`src/rtl/bus16_pkg.sv`:
```
// bus16_pkg: definitions shared by the 16-bit FPGA bus blocks.
//   - bus16_state_e : sequencer states for bus16_arbiter_2m
//   - M0 / M1       : master index constants
//   - BusDataW / BusAddrW : bus data and address widths, also used by the register banks
package bus16_pkg;

   typedef enum logic [1:0] {
      StIdle   = 2'd0,
      StIssue  = 2'd1,
      StWaitRd = 2'd2,
      StDone   = 2'd3
   } bus16_state_e;

   localparam logic M0 = 1'b0;
   localparam logic M1 = 1'b1;

   localparam int unsigned BusDataW = 16;
   localparam int unsigned BusAddrW = 5;

endpackage

```
`src/rtl/bus16_timeout_ctr.sv`:
```
// bus16_timeout_ctr: read-timeout counter for the bus sequencer.
//   i_Bus_Clk   : bus clock
//   i_Bus_Rst_L : asynchronous active-low reset
//   i_Clear     : synchronous clear to 0 (takes priority over i_Enable)
//   i_Enable    : count one waited cycle
//   o_Expired   : the current waited cycle is the last one allowed
module bus16_timeout_ctr #(
   parameter int unsigned TIMEOUT_CYCLES = 15
) (
   input  logic i_Bus_Clk,
   input  logic i_Bus_Rst_L,
   input  logic i_Clear,
   input  logic i_Enable,
   output logic o_Expired
);

   localparam int unsigned CntW = $clog2(TIMEOUT_CYCLES + 1);
   localparam logic [CntW-1:0] MaxCnt  = CntW'(TIMEOUT_CYCLES);
   localparam logic [CntW-1:0] LastCnt = CntW'(TIMEOUT_CYCLES - 1);

   logic [CntW-1:0] cnt_q;
   logic [CntW-1:0] cnt_d;

   always_comb begin
      cnt_d = cnt_q;
      if (i_Clear) begin
         cnt_d = '0;
      end else if (i_Enable && (cnt_q != MaxCnt)) begin
         // saturate rather than wrap
         cnt_d = cnt_q + 1'b1;
      end
   end

   always_ff @(posedge i_Bus_Clk or negedge i_Bus_Rst_L) begin
      if (!i_Bus_Rst_L) begin
         cnt_q <= '0;
      end else begin
         cnt_q <= cnt_d;
      end
   end

   // Counted value reaches TIMEOUT_CYCLES on the edge ending this cycle.
   assign o_Expired = (cnt_q == LastCnt);

endmodule

```
`src/rtl/bus16_arbiter_2m.sv`:
```
// bus16_arbiter_2m: two-master round-robin arbiter and single-cycle bus sequencer.
//   i_Bus_Clk, i_Bus_Rst_L          : clock, asynchronous active-low reset
//   i_Mx_Req/Wr_Rd_n/Addr8/Wr_Data  : per-master transaction request, held until Ack
//   o_Mx_Ack/Err/Rd_Data            : per-master completion pulse, read timeout, read data
//   o_Bus_CS/Wr_Rd_n/Addr8/Wr_Data  : bus cycle outputs, CS high one cycle per transaction
//   i_Bus_Rd_Data/i_Bus_Rd_DV       : slave read return
module bus16_arbiter_2m
   import bus16_pkg::*;
#(
   parameter int unsigned TIMEOUT_CYCLES = 15
) (
   input  logic                i_Bus_Clk,
   input  logic                i_Bus_Rst_L,
   input  logic                i_M0_Req,
   input  logic                i_M0_Wr_Rd_n,
   input  logic [BusAddrW-1:0] i_M0_Addr8,
   input  logic [BusDataW-1:0] i_M0_Wr_Data,
   output logic                o_M0_Ack,
   output logic                o_M0_Err,
   output logic [BusDataW-1:0] o_M0_Rd_Data,
   input  logic                i_M1_Req,
   input  logic                i_M1_Wr_Rd_n,
   input  logic [BusAddrW-1:0] i_M1_Addr8,
   input  logic [BusDataW-1:0] i_M1_Wr_Data,
   output logic                o_M1_Ack,
   output logic                o_M1_Err,
   output logic [BusDataW-1:0] o_M1_Rd_Data,
   output logic                o_Bus_CS,
   output logic                o_Bus_Wr_Rd_n,
   output logic [BusAddrW-1:0] o_Bus_Addr8,
   output logic [BusDataW-1:0] o_Bus_Wr_Data,
   input  logic [BusDataW-1:0] i_Bus_Rd_Data,
   input  logic                i_Bus_Rd_DV
);

   bus16_state_e        state_q, state_d;
   logic                grant_q, grant_d;
   logic                last_q, last_d;
   logic                cs_q, cs_d;
   logic                bus_wr_rd_n_q, bus_wr_rd_n_d;
   logic [BusAddrW-1:0] bus_addr_q, bus_addr_d;
   logic [BusDataW-1:0] bus_wr_data_q, bus_wr_data_d;
   logic [1:0]          ack_q, ack_d;
   logic [1:0]          err_q, err_d;
   logic [BusDataW-1:0] m0_rd_data_q, m0_rd_data_d;
   logic [BusDataW-1:0] m1_rd_data_q, m1_rd_data_d;

   logic ctr_clear;
   logic ctr_enable;
   logic ctr_expired;

   bus16_timeout_ctr #(
      .TIMEOUT_CYCLES (TIMEOUT_CYCLES)
   ) u_timeout_ctr (
      .i_Bus_Clk   (i_Bus_Clk),
      .i_Bus_Rst_L (i_Bus_Rst_L),
      .i_Clear     (ctr_clear),
      .i_Enable    (ctr_enable),
      .o_Expired   (ctr_expired)
   );

   always_comb begin
      state_d       = state_q;
      grant_d       = grant_q;
      last_d        = last_q;
      cs_d          = 1'b0;
      bus_wr_rd_n_d = bus_wr_rd_n_q;
      bus_addr_d    = bus_addr_q;
      bus_wr_data_d = bus_wr_data_q;
      ack_d         = 2'b00;
      err_d         = 2'b00;
      m0_rd_data_d  = m0_rd_data_q;
      m1_rd_data_d  = m1_rd_data_q;
      ctr_clear     = 1'b0;
      ctr_enable    = 1'b0;

      unique case (state_q)
         StIdle: begin
            if (i_M0_Req || i_M1_Req) begin
               // On a tie the master not granted last time wins.
               if (i_M0_Req && i_M1_Req) begin
                  grant_d = ~last_q;
               end else begin
                  grant_d = i_M1_Req ? M1 : M0;
               end
               last_d = grant_d;
               cs_d   = 1'b1;
               if (grant_d == M1) begin
                  bus_wr_rd_n_d = i_M1_Wr_Rd_n;
                  bus_addr_d    = i_M1_Addr8;
                  bus_wr_data_d = i_M1_Wr_Data;
               end else begin
                  bus_wr_rd_n_d = i_M0_Wr_Rd_n;
                  bus_addr_d    = i_M0_Addr8;
                  bus_wr_data_d = i_M0_Wr_Data;
               end
               state_d = StIssue;
            end
         end

         StIssue: begin
            if (bus_wr_rd_n_q) begin
               ack_d[grant_q] = 1'b1;
               state_d        = StDone;
            end else begin
               ctr_clear = 1'b1;
               state_d   = StWaitRd;
            end
         end

         StWaitRd: begin
            // DV is checked first so it wins on the last counted cycle.
            if (i_Bus_Rd_DV) begin
               if (grant_q == M1) begin
                  m1_rd_data_d = i_Bus_Rd_Data;
               end else begin
                  m0_rd_data_d = i_Bus_Rd_Data;
               end
               ack_d[grant_q] = 1'b1;
               state_d        = StDone;
            end else begin
               ctr_enable = 1'b1;
               if (ctr_expired) begin
                  if (grant_q == M1) begin
                     m1_rd_data_d = '0;
                  end else begin
                     m0_rd_data_d = '0;
                  end
                  ack_d[grant_q] = 1'b1;
                  err_d[grant_q] = 1'b1;
                  state_d        = StDone;
               end
            end
         end

         StDone: begin
            state_d = StIdle;
         end

         default: begin
            state_d = StIdle;
         end
      endcase
   end

   always_ff @(posedge i_Bus_Clk or negedge i_Bus_Rst_L) begin
      if (!i_Bus_Rst_L) begin
         state_q       <= StIdle;
         grant_q       <= M0;
         last_q        <= M1;
         cs_q          <= 1'b0;
         bus_wr_rd_n_q <= 1'b0;
         bus_addr_q    <= '0;
         bus_wr_data_q <= '0;
         ack_q         <= 2'b00;
         err_q         <= 2'b00;
         m0_rd_data_q  <= '0;
         m1_rd_data_q  <= '0;
      end else begin
         state_q       <= state_d;
         grant_q       <= grant_d;
         last_q        <= last_d;
         cs_q          <= cs_d;
         bus_wr_rd_n_q <= bus_wr_rd_n_d;
         bus_addr_q    <= bus_addr_d;
         bus_wr_data_q <= bus_wr_data_d;
         ack_q         <= ack_d;
         err_q         <= err_d;
         m0_rd_data_q  <= m0_rd_data_d;
         m1_rd_data_q  <= m1_rd_data_d;
      end
   end

   assign o_M0_Ack      = ack_q[0];
   assign o_M1_Ack      = ack_q[1];
   assign o_M0_Err      = err_q[0];
   assign o_M1_Err      = err_q[1];
   assign o_M0_Rd_Data  = m0_rd_data_q;
   assign o_M1_Rd_Data  = m1_rd_data_q;
   assign o_Bus_CS      = cs_q;
   assign o_Bus_Wr_Rd_n = bus_wr_rd_n_q;
   assign o_Bus_Addr8   = bus_addr_q;
   assign o_Bus_Wr_Data = bus_wr_data_q;

endmodule

```
`config.mk`:
```
export PLATFORM = sky130hd
export DESIGN_NAME = bus16_arbiter_2m
export DESIGN_NICKNAME = d
export VERILOG_FILES = /design/src/rtl/bus16_pkg.sv /design/src/rtl/bus16_timeout_ctr.sv /design/src/rtl/bus16_arbiter_2m.sv
export SDC_FILE = /design/constraint.sdc
export NUM_CORES = 1
export LEC_CHECK = 0
export ABC_AREA = 0
export CAP_MARGIN = 5
export CORE_MARGIN = 3
export CORE_UTILIZATION = 42
export CTS_CLUSTER_SIZE = 10
export DETAILED_ROUTE_END_ITERATION = 10
export HOLD_SLACK_MARGIN = 0.15
export MAX_ROUTING_LAYER = met4
export PLACE_DENSITY = 0.83
export SYNTH_ARGS = -nofsm -noshare
export SYNTH_HDL_FRONTEND = slang
export SYNTH_HIERARCHICAL = 1
export SYNTH_SLANG_ARGS = --single-unit
```
`constraint.sdc`:
```
create_clock -name i_Bus_Clk -period 2 [get_ports i_Bus_Clk]
set_input_delay 0.4 -clock i_Bus_Clk [delete_from_list [all_inputs] [get_ports i_Bus_Clk]]
set_output_delay 0.4 -clock i_Bus_Clk [all_outputs]
set_load 0.02 [all_outputs]
```
After elaboration in Yosys (flattened, before gate mapping)
Index checks and enable logic that the tools add are counted.
{"block": "op_classes", "n_mux": 36, "n_bitwise": 2, "n_addsub": 1, "reduce_logical": 11, "n_lt_le_gt_ge": 2, "n_eq_ne": 7}
{"op": "$mux 16", "count": 9}
{"op": "$mux 2", "count": 8}
{"op": "$mux 1", "count": 13}
{"op": "$mux 4", "count": 2}
{"op": "$pmux 2 s4", "count": 1}
{"op": "$reduce_and 3->1", "count": 2}
{"op": "$mux 5", "count": 1}
{"op": "$add 4x1->4 const B", "count": 1}
{"op": "$eq 2x2->1 const B", "count": 2}
{"op": "$eq 4x4->1 const B", "count": 1}
{"op": "$ne 4x4->1 const B", "count": 1}
{"op": "$pmux 2 s2", "count": 1}
{"op": "$reduce_and 2->1", "count": 2}
{"op": "$reduce_bool 2->1", "count": 2}
{"op": "$logic_and 1x1->1", "count": 3}
{"op": "$ne 3x3->1 const B", "count": 1}
{"op": "$eq 2x1->1 const B", "count": 1}
{"op": "$logic_not 2->1", "count": 1}
{"op": "$lt 1x2->1 const B", "count": 1}
{"op": "$ne 2x2->1 const B", "count": 1}
{"op": "$not 1->1", "count": 2}
{"op": "$demux 1 s1", "count": 1}
{"op": "$ge 1x1->1 const B", "count": 1}
{"op": "$logic_or 1x1->1", "count": 1}
{"block": "totals", "register_bits": 67, "inputBits": 65, "output_inout_bits": 59, "wordCells": 71}

Longest topological paths before layout
Gate-level depths: netlist (run 1).
{"block": "logic_depth", "word_depth": 7, "mapped_depth": 8, "mapped_depth_nobuf": 6}

By module
The synthesis (run 1) kept the hierarchy.
{"module": "bus16_arbiter_2m", "cells_per_inst": 242, "seq_area_each_um2": 1577.8, "area_each_um2": 2676.3, "n_inst": 1}
{"module": "bus16_timeout_ctr", "cells_per_inst": 23, "seq_area_each_um2": 100.1, "area_each_um2": 251.5, "n_inst": 1}

Worst setup path after synthesis (run 1)
Ideal clock, no wire load.
{"block": "synth_timing", "path_kind": "register -> register", "startpoint": "register u_timeout_ctr.cnt_q[0]", "endpoint": "register m0_rd_data_q[10] (netlist: o_M0_Rd_Data[10])", "arrival_ps": 1614, "path_stages_with_launch": 9, "setup_ps": 121, "path_slack_ps": 265, "synth_period_minus_slack_ps": 1735, "path_buffers": 2, "required_time_ps": 1879, "path_cell_list": "dfrtp_1 > inv_1 > ha_1 > and3_2 > nor2_2 > or3b_1 > buf_6 > buf_8 > a22o_1"}
{"block": "synth_via", "elab_chain_cells": 3}
{"element": "start: declaration", "line_no": "bus16_timeout_ctr.sv:21", "source": "logic [CntW-1:0] cnt_q;"}
{"element": "start signal: assignment", "line_no": "bus16_timeout_ctr.sv:38", "source": "cnt_q <= cnt_d;"}
{"element": "$eq 4x4->1", "line_no": "bus16_timeout_ctr.sv:43", "source": "assign o_Expired = (cnt_q == LastCnt);"}
{"element": "via ctr_expired", "line_no": "bus16_arbiter_2m.sv:50", "source": "logic ctr_expired;"}
{"element": "$reduce_bool 2->1 (no source line)"}
{"element": "$reduce_and 3->1 (no source line)"}
{"element": "end signal: assignment", "line_no": "bus16_arbiter_2m.sv:169", "source": "m0_rd_data_q <= m0_rd_data_d;"}
{"element": "end: declaration", "line_no": "bus16_arbiter_2m.sv:45", "source": "logic [BusDataW-1:0] m0_rd_data_q, m0_rd_data_d;"}
The timed path passes the listed nets, and every way through them passes these cells.
A chain may end at the register's enable or synchronous reset.

Final worst setup path (run 1)
{"block": "layout_timing", "startpoint": "register u_timeout_ctr.cnt_q[0]", "endpoint": "register m0_rd_data_q[5] (netlist: o_M0_Rd_Data[5])"}
Same word-level chain as after synthesis.

==> metrics.txt, run 1 <==
Port-buffer cells 123; mean instance size in the synthesized netlist 11.0 µm²; # DRC 0; router iterations before antenna repair 4; worst min-delay path startpoint o_Bus_Addr8[0]; relative contribution of the clock network to total power 18.9%; total gr overflow 0; number of gates resized after cts 0; Cell Int Power 4.24 mW; launch instance of the worst register-to-register path u_timeout_ctr/cnt_q[0]; cts bufs inserted 9; Achievable Freq 0.552 GHz; non-filler instance count after layout approximately 500; share of total power in sequential cells roughly a third; core area 6570 µm²; critical register-to-register path endpoint o_M0_Rd_Data[5]; Clock Root Buffer sky130_fd_sc_hd__clkbuf_8; crit path max fanout 16; number of nets with antenna violations after detailed routing 0; Gate Count Post-Synth about 270; post-placement cell area around 4300 µm²; All-Layer GR Usage about 20%; placed cell count 474; Switch Pwr about 2.4 mW; TritonCTS sink count 67; kind of end point of the critical path flop; layout cells sized above 1 11.1%; leading cell type in the layout, fill and taps excluded sky130_fd_sc_hd__clkdlybuf4s50_1; Top Ports 124; most used flip-flop cell after synthesis sky130_fd_sc_hd__dfrtp_1; pin slew with the least headroom to its limit 0.590 ns; post-DP HPWL 5340 µm; initial antenna violation count 0; setup skew after layout roughly 0.0063 ns; RD Place Congestion 0.786; IR drop worst, VDD 0.000632 V; number of synthesized flops with an enable pin 0; via count of the routed design 2398; Post-Synthesis Net Count 336; Net count, final 464; maximum number of pins on one net before global-route repair 68; switching part of the total 36.5%; critical path data required time 2.22 ns; effective utilization at floorplan between 40% and 50%; die outline area approximately 8000 µm²; flop-to-flop setup slack 0.19 ns; Worst Setup Start Kind flop; Pleak 2.09 nW; post-synthesis instance area 2930 µm²; clk buf depth 2; data arrival time of the critical path 2.04 ns; worst slew slack as a fraction of its limit 60.7%; clock latency on the worst-skew pair 0.33 ns; sum of routed wire length over all layers 7270 µm; Setup crit start u_timeout_ctr/cnt_q[0]; average detailed-routed wire length per instance 14.8 µm; post-synthesis to final-layout area growth 54.8%; clock slew at the register clock pins of the worst setup and hold paths 0.07 ns; most frequent cells in the layout 122 x sky130_fd_sc_hd__clkdlybuf4s50_1, 66 x sky130_fd_sc_hd__dfrtp_1, 53 x sky130_fd_sc_hd__nand2_1; via count of the first global-routing pass roughly 2500; Worst Reg2Reg Path Length in Cells 7; Setup violations, final 0; overall die height 89.5 µm; number of rows created at floorplan 29; number of pins with negative max-slew slack in the final report 0; ratio of final minimum period to clock period 90.6%; CTS tree done; Setup Crit Path Kind reg2reg; crit path to o_M0_Rd_Data[5]; Worst Hold Class reg2reg; global-route wire length before repair ~11000 µm; RSZ-0062 raised after global routing no; min cycle time layout 1.81 ns; detail-routed via count per cell 4.88; die boundary width around 90 µm; status complete, no violations; Hold Violations, Final 0; share of async-settable or async-resettable flops after synthesis 100%; design area 4530 µm²; DRC marker count from the first detailed-route iteration 73; quantity of hold-fixing buffers added after cts 1; Antenna Diode Count 0; final setup TNS 0 ns; max capacitance violation total 0; proportion of synthesized chip area in sequential cells 57.3%; Synth warnings 6; Combinational Power Share between 40% and 50%; post-CTS repair timing setup buffer count 0; count of state elements after synthesis 67; Max H-tree Level 3; power density over the cells 1470 nW/µm²; Distinct cells, synth 41
[sequential cells by signal (all words and copies together), names as in the netlist]
register and flops:
o_M0_Rd_Data 16, last_q 1, grant_q 1, o_Bus_Wr_Data 16, state_q 2, o_Bus_Addr8 5
u_timeout_ctr/cnt_q 4, o_Bus_Wr_Rd_n 1, o_M1_Rd_Data 16, ack_q 2, err_q 2, o_Bus_CS 1
[logic make-up after synthesis]
| family | count (synthesis) | share of synthesized area [%] |
|---|---|---|
| simple gates | 77 | 12.2 |
| compound gates | 69 | 15.1 |
| flops | 67 | 57.3 |
| mux | 25 | 8.93 |
| buf+inv | 21 | 3.89 |
| fa+ha+maj | 6 | 2.56 |
[how the worst min path moves through the flow]
stage / end / depth (start not counted) / slack (ns)
finish: o_Bus_Addr8[0] / 2 / 0.48
CTS: o_Bus_Wr_Data[2] / 2 / 0.48
global placement: err_q[0] / 2 / 0.44
floorplan: ack_q[0] / 0 / 0.10
global route: o_M1_Rd_Data[4] / 2 / 0.51
detailed placement: err_q[0] / 2 / 0.44
[power by group through the flow]
| stage | Sequential (mW) | Combinational, mW | Clock [mW] |
|---|---|---|---|
| 2_1_floorplan | 2.89 | 1.04 | 0 |
| 3_3_place_gp | 2.29 | 3.06 | 0 |
| 3_5_place_dp | 2.31 | 3.14 | 0 |
| 4_1_cts | 2.29 | 3.16 | 1.28 |
| 5_1_grt | 2.38 | 3.40 | 1.33 |
| 6_report | 2.29 | 3.12 | 1.26 |
[cell usage after synthesis, types with 2 or more instances]
master | instances | share of area (%)
sky130_fd_sc_hd__and3_2 | 2 | 0.51
sky130_fd_sc_hd__clkbuf_1 | 5 | 0.64
sky130_fd_sc_hd__mux2_4 | 2 | 1.0
sky130_fd_sc_hd__a22oi_1 | 2 | 0.51
sky130_fd_sc_hd__inv_1 | 5 | 0.64
sky130_fd_sc_hd__nor2b_1 | 3 | 0.64
sky130_fd_sc_hd__buf_4 | 2 | 0.51
sky130_fd_sc_hd__nand2_1 | 53 | 6.8
sky130_fd_sc_hd__a22o_1 | 12 | 3.6
sky130_fd_sc_hd__nor2_1 | 6 | 0.77
sky130_fd_sc_hd__a22o_2 | 6 | 2.1
sky130_fd_sc_hd__buf_2 | 6 | 1.0
sky130_fd_sc_hd__dfrtp_1 | 66 | 56
sky130_fd_sc_hd__ha_1 | 6 | 2.6
sky130_fd_sc_hd__mux2i_1 | 22 | 7.5
sky130_fd_sc_hd__a21oi_1 | 4 | 0.68
sky130_fd_sc_hd__o21ai_0 | 39 | 6.7
[layer usage]
layer / vias up / wire [µm] / part of all wire, % / global-route usage, %
met5: - / 0 / 0 / -
met1: 1102 / 3320 / 46 / 25.2
li1: 1174 / - / - / -
met4: 0 / 79 / 1.1 / 7.31
met3: 7 / 560 / 7.7 / 4.52
met2: 115 / 3310 / 45 / 30.3
[per-stage QoR]
step	power [mW]	setup WS, ns	utilization, %	hold slack [ns]
2_1_floorplan	3.93	0.265	-	0.104
3_3_place_gp	5.36	0.108	65.4	0.443
3_5_place_dp	5.45	0.0994	65.4	0.445
4_1_cts	6.73	0.168	69.0	0.485
5_1_grt	7.11	0.0784	69.0	0.507
6_report	6.67	0.188	69.0	0.478
[final cells by class]
| class | count | area [µm²] |
|---|---|---|
| Clock buffer | 10 | 138 |
| Clock inverter | 6 | 88.8 |
| Fill cell | 501 | 2030 |
| Inverter | 5 | 18.8 |
| Multi-Input combinational cell | 177 | 1140 |
| Sequential cell | 67 | 1680 |
| Tap cell | 93 | 116 |
| Timing Repair Buffer | 133 | 1350 |
[critical path: stages, from the launching register on]
cell,delay (ns)
sky130_fd_sc_hd__dfrtp_1,0.41
sky130_fd_sc_hd__inv_1,0.09
sky130_fd_sc_hd__ha_1,0.15
sky130_fd_sc_hd__and3_2,0.23
sky130_fd_sc_hd__nor2_2,0.05
sky130_fd_sc_hd__or3b_1,0.34
sky130_fd_sc_hd__buf_4,0.20
sky130_fd_sc_hd__a22o_2,0.22
No activity file was read; power rests on OpenSTA's default activity.
==> run 2, diff against run 1 <==
--- a/config.mk
+++ b/config.mk
@@ -6,14 +6,16 @@
 export NUM_CORES = 1
 export LEC_CHECK = 0
 export ABC_AREA = 0
+export ABC_CLOCK_PERIOD_IN_PS = 2000
 export CAP_MARGIN = 5
 export CORE_MARGIN = 3
-export CORE_UTILIZATION = 42
+export CORE_UTILIZATION = 44
+export CTS_BUF_LIST = sky130_fd_sc_hd__clkbuf_8
 export CTS_CLUSTER_SIZE = 10
 export DETAILED_ROUTE_END_ITERATION = 10
 export HOLD_SLACK_MARGIN = 0.15
 export MAX_ROUTING_LAYER = met4
-export PLACE_DENSITY = 0.83
+export PLACE_DENSITY = 0.87
 export SYNTH_ARGS = -nofsm -noshare
 export SYNTH_HDL_FRONTEND = slang
 export SYNTH_HIERARCHICAL = 1
==> run 2 against run 1 <==
Effect of this change:
- hold slack got worse by 0.00088 ns
- critical path depth stayed put
- critical path type unchanged
- wire length grew 0.33%
- global-route usage is 0.79 points higher
- largest power group unchanged
- via count rose by 2.3%
==> metrics.txt, run 2 (synthesis gave the netlist of run 1 again) <==
status complete, no violations; max capacitance violation total 0 (unchanged); power density over the cells 1440 nW/µm² (-2.3%); switching part of the total 38.4% (+1.9 points); DRC marker count from the first detailed-route iteration 96 (+32%); sum of routed wire length over all layers 7300 µm (+0.33%); ratio of final minimum period to clock period 91.0% (+0.38 points); Port-buffer cells 123 (unchanged); min cycle time layout 1.82 ns (+0.00767 ns); delay of the slowest cell on the worst path 0.42 ns (about the same); post-DP HPWL 5540 µm (+3.6%); IR drop worst, VDD 0.000923 V (+46%); Pleak 2.07 nW (-0.95%); Combinational Power Share 48.6% (+1.8 points); clock latency on the worst-skew pair 0.34 ns (about the same); Cell Int Power 3.95 mW (-6.9%); footprint of the flip-flops and latches 1680 µm² (unchanged); count of filler cells inserted in the layout 492 (-1.8%); Setup violations, final 0 (unchanged); worst slew slack as a fraction of its limit 57.7% (-2.9 points); effective utilization at floorplan 45.8% (+1.3 points); number of rows created at floorplan 29 (unchanged); overall die height 87.6 µm (-2.1%); RSZ-0062 raised after global routing no; Setup Crit Path Kind reg2reg; design area 4460 µm² (-1.7%); router iterations before antenna repair 5 (+1); CTS tree done; crit path max fanout 16 (unchanged); critical-path cell list inv_1 > ha_1 > and3_2 > nor2_2 > or3b_1 > buf_4 > a22o_2; Critical Path Slowest Stage Cell sky130_fd_sc_hd__dfrtp_1; relative contribution of the clock network to total power 15.5% (-3.4 points); core area 6390 µm² (-2.8%); Achievable Freq 0.549 GHz (-0.42%); All-Layer GR Usage 20.4% (+0.79 points); pin slew with the least headroom to its limit 0.634 ns (+0.0439 ns); Top Ports 124 (unchanged); Switch Pwr 2.46 mW (+1.1%); final setup TNS 0 ns (unchanged); Antenna Diode Count 0 (unchanged); Setup WS pre-CTS 0.0191 ns (-0.0804 ns); via count of the routed design 2453 (+2.3%); Worst Setup Start Kind flop; cts bufs inserted 9 (unchanged); maximum number of pins on one net before global-route repair 41 (-40%); average detailed-routed wire length per instance 15.3 µm (+3.5%); via count of the first global-routing pass 2434 (-0.77%); share of total power in sequential cells 35.8% (+1.5 points); area used by multi-input combinational logic 1140 µm² (unchanged); data arrival time of the critical path 2.04 ns (about the same); worst hold-check slack 0.477 ns (-0.000876 ns); Max H-tree Level 3 (unchanged); Net count, final 465 (+0.22%); layout cells sized above 1 11.3% (+0.22 points); share of the core filled with cells 69.8% (+0.79 points); die boundary width 87.6 µm (-2.1%); Hold Violations, Final 0 (unchanged); kind of end point of the critical path flop; die outline area 7670 µm² (-4.2%); TritonCTS sink count 67 (unchanged); clk buf depth 2 (unchanged); Clock Root Buffer sky130_fd_sc_hd__clkbuf_8; final worst-path setup slack 0.180 ns (-0.00767 ns); most frequent cells in the layout 122 x sky130_fd_sc_hd__clkdlybuf4s50_1, 66 x sky130_fd_sc_hd__dfrtp_1, 53 x sky130_fd_sc_hd__nand2_1; # DRC 0 (unchanged); initial antenna violation count 0 (unchanged); leading cell type in the layout, fill and taps excluded sky130_fd_sc_hd__clkdlybuf4s50_1; detail-routed via count per cell 5.15 (+5.5%); critical path data required time 2.22 ns (about the same); RD Place Congestion 0.784 (-0.25%); total gr overflow 0 (unchanged); setup skew after layout 0.0110 ns (+0.00464 ns); global-route wire length before repair 11600 µm (+0.91%); number of pins with negative max-slew slack in the final report 0 (unchanged); clock slew at the register clock pins of the worst setup and hold paths 0.07 ns (about the same); number of nets with antenna violations after detailed routing 0 (unchanged); Worst Hold Class reg2reg; post-synthesis to final-layout area growth 52.3%; post-placement cell area 4270 µm² (-0.58%)
## run 2: changes by cell type in the layout (fill, tap and decap cells not counted), sizes merged
cell and change:
clkinv +2, clkbuf -1, clkinvlp -1, buf +1
inv +2, bufinv -2
## run 2: power by group through the flow
stage | clock network (mW) | registers (mW) | logic (mW)
after detailed placement | 0 | 2.31 | 3.14
after floorplan | 0 | 2.89 | 1.04
final | 0.996 | 2.30 | 3.12
after global placement | 0 | 2.29 | 3.04
after CTS | 1.02 | 2.30 | 3.15
after global routing | 1.08 | 2.38 | 3.37
## run 2: cell type report
class / instances / share of cell area, %
Sequential cell: 67 / 37.6
Timing Repair Buffer: 134 / 30.3
Multi-Input combinational cell: 177 / 25.6
Clock buffer: 9 / 2.78
Tap cell: 77 / 2.16
Clock inverter: 7 / 1.18
Inverter: 5 / 0.421
## run 2: critical path: cells and delay by family, from the launching register on
kind / cells / cell delay, ns
buffers and inverters: 2 / 0.30
and+or+nand+nor: 3 / 0.62
DFF: 1 / 0.42
AOI/OAI and AO/OA: 1 / 0.23
adders and majority gates: 1 / 0.14
## run 2: what timing repair did
item / CTS / global route
buffers inserted: 0 / 0
endpoints found under the hold margin: 13 / 0
gates resized for setup: 0 / 0
hold buffers: 1 / 0
## run 2: path summary, 6_finish.rpt
check,startpoint,endpoint,slack [ns],cells after the start
min in group asynchronous,i_Bus_Rst_L,state_q[0],0.51,2
max,u_timeout_ctr/cnt_q[0],o_M0_Rd_Data[2],0.18,7
max reg2reg,u_timeout_ctr/cnt_q[0],o_M0_Rd_Data[2],0.18,7
min reg2reg,o_Bus_Wr_Data[3],o_Bus_Wr_Data[3],0.48,2
max in group asynchronous,i_Bus_Rst_L,last_q,0.90,3
min,o_Bus_Wr_Data[3],o_Bus_Wr_Data[3],0.48,2
## run 2: metrics by stage
step / std cells / power (mW)
6_report: 476 / 6.41
5_1_grt: 476 / 6.83
4_1_cts: 476 / 6.47
3_5_place_dp: 459 / 5.45
3_3_place_gp: 459 / 5.33
2_1_floorplan: 265 / 3.93
## run 2: routing by layer
layer	up-vias	GRT usage (%)	share of wire (%)	wire [µm]
li1	1183	-	-	-
met1	1138	26.1	45	3260
met2	118	30.3	44	3240
met3	14	5.46	9.2	674
met4	0	9.48	1.7	123
met5	-	-	0	0
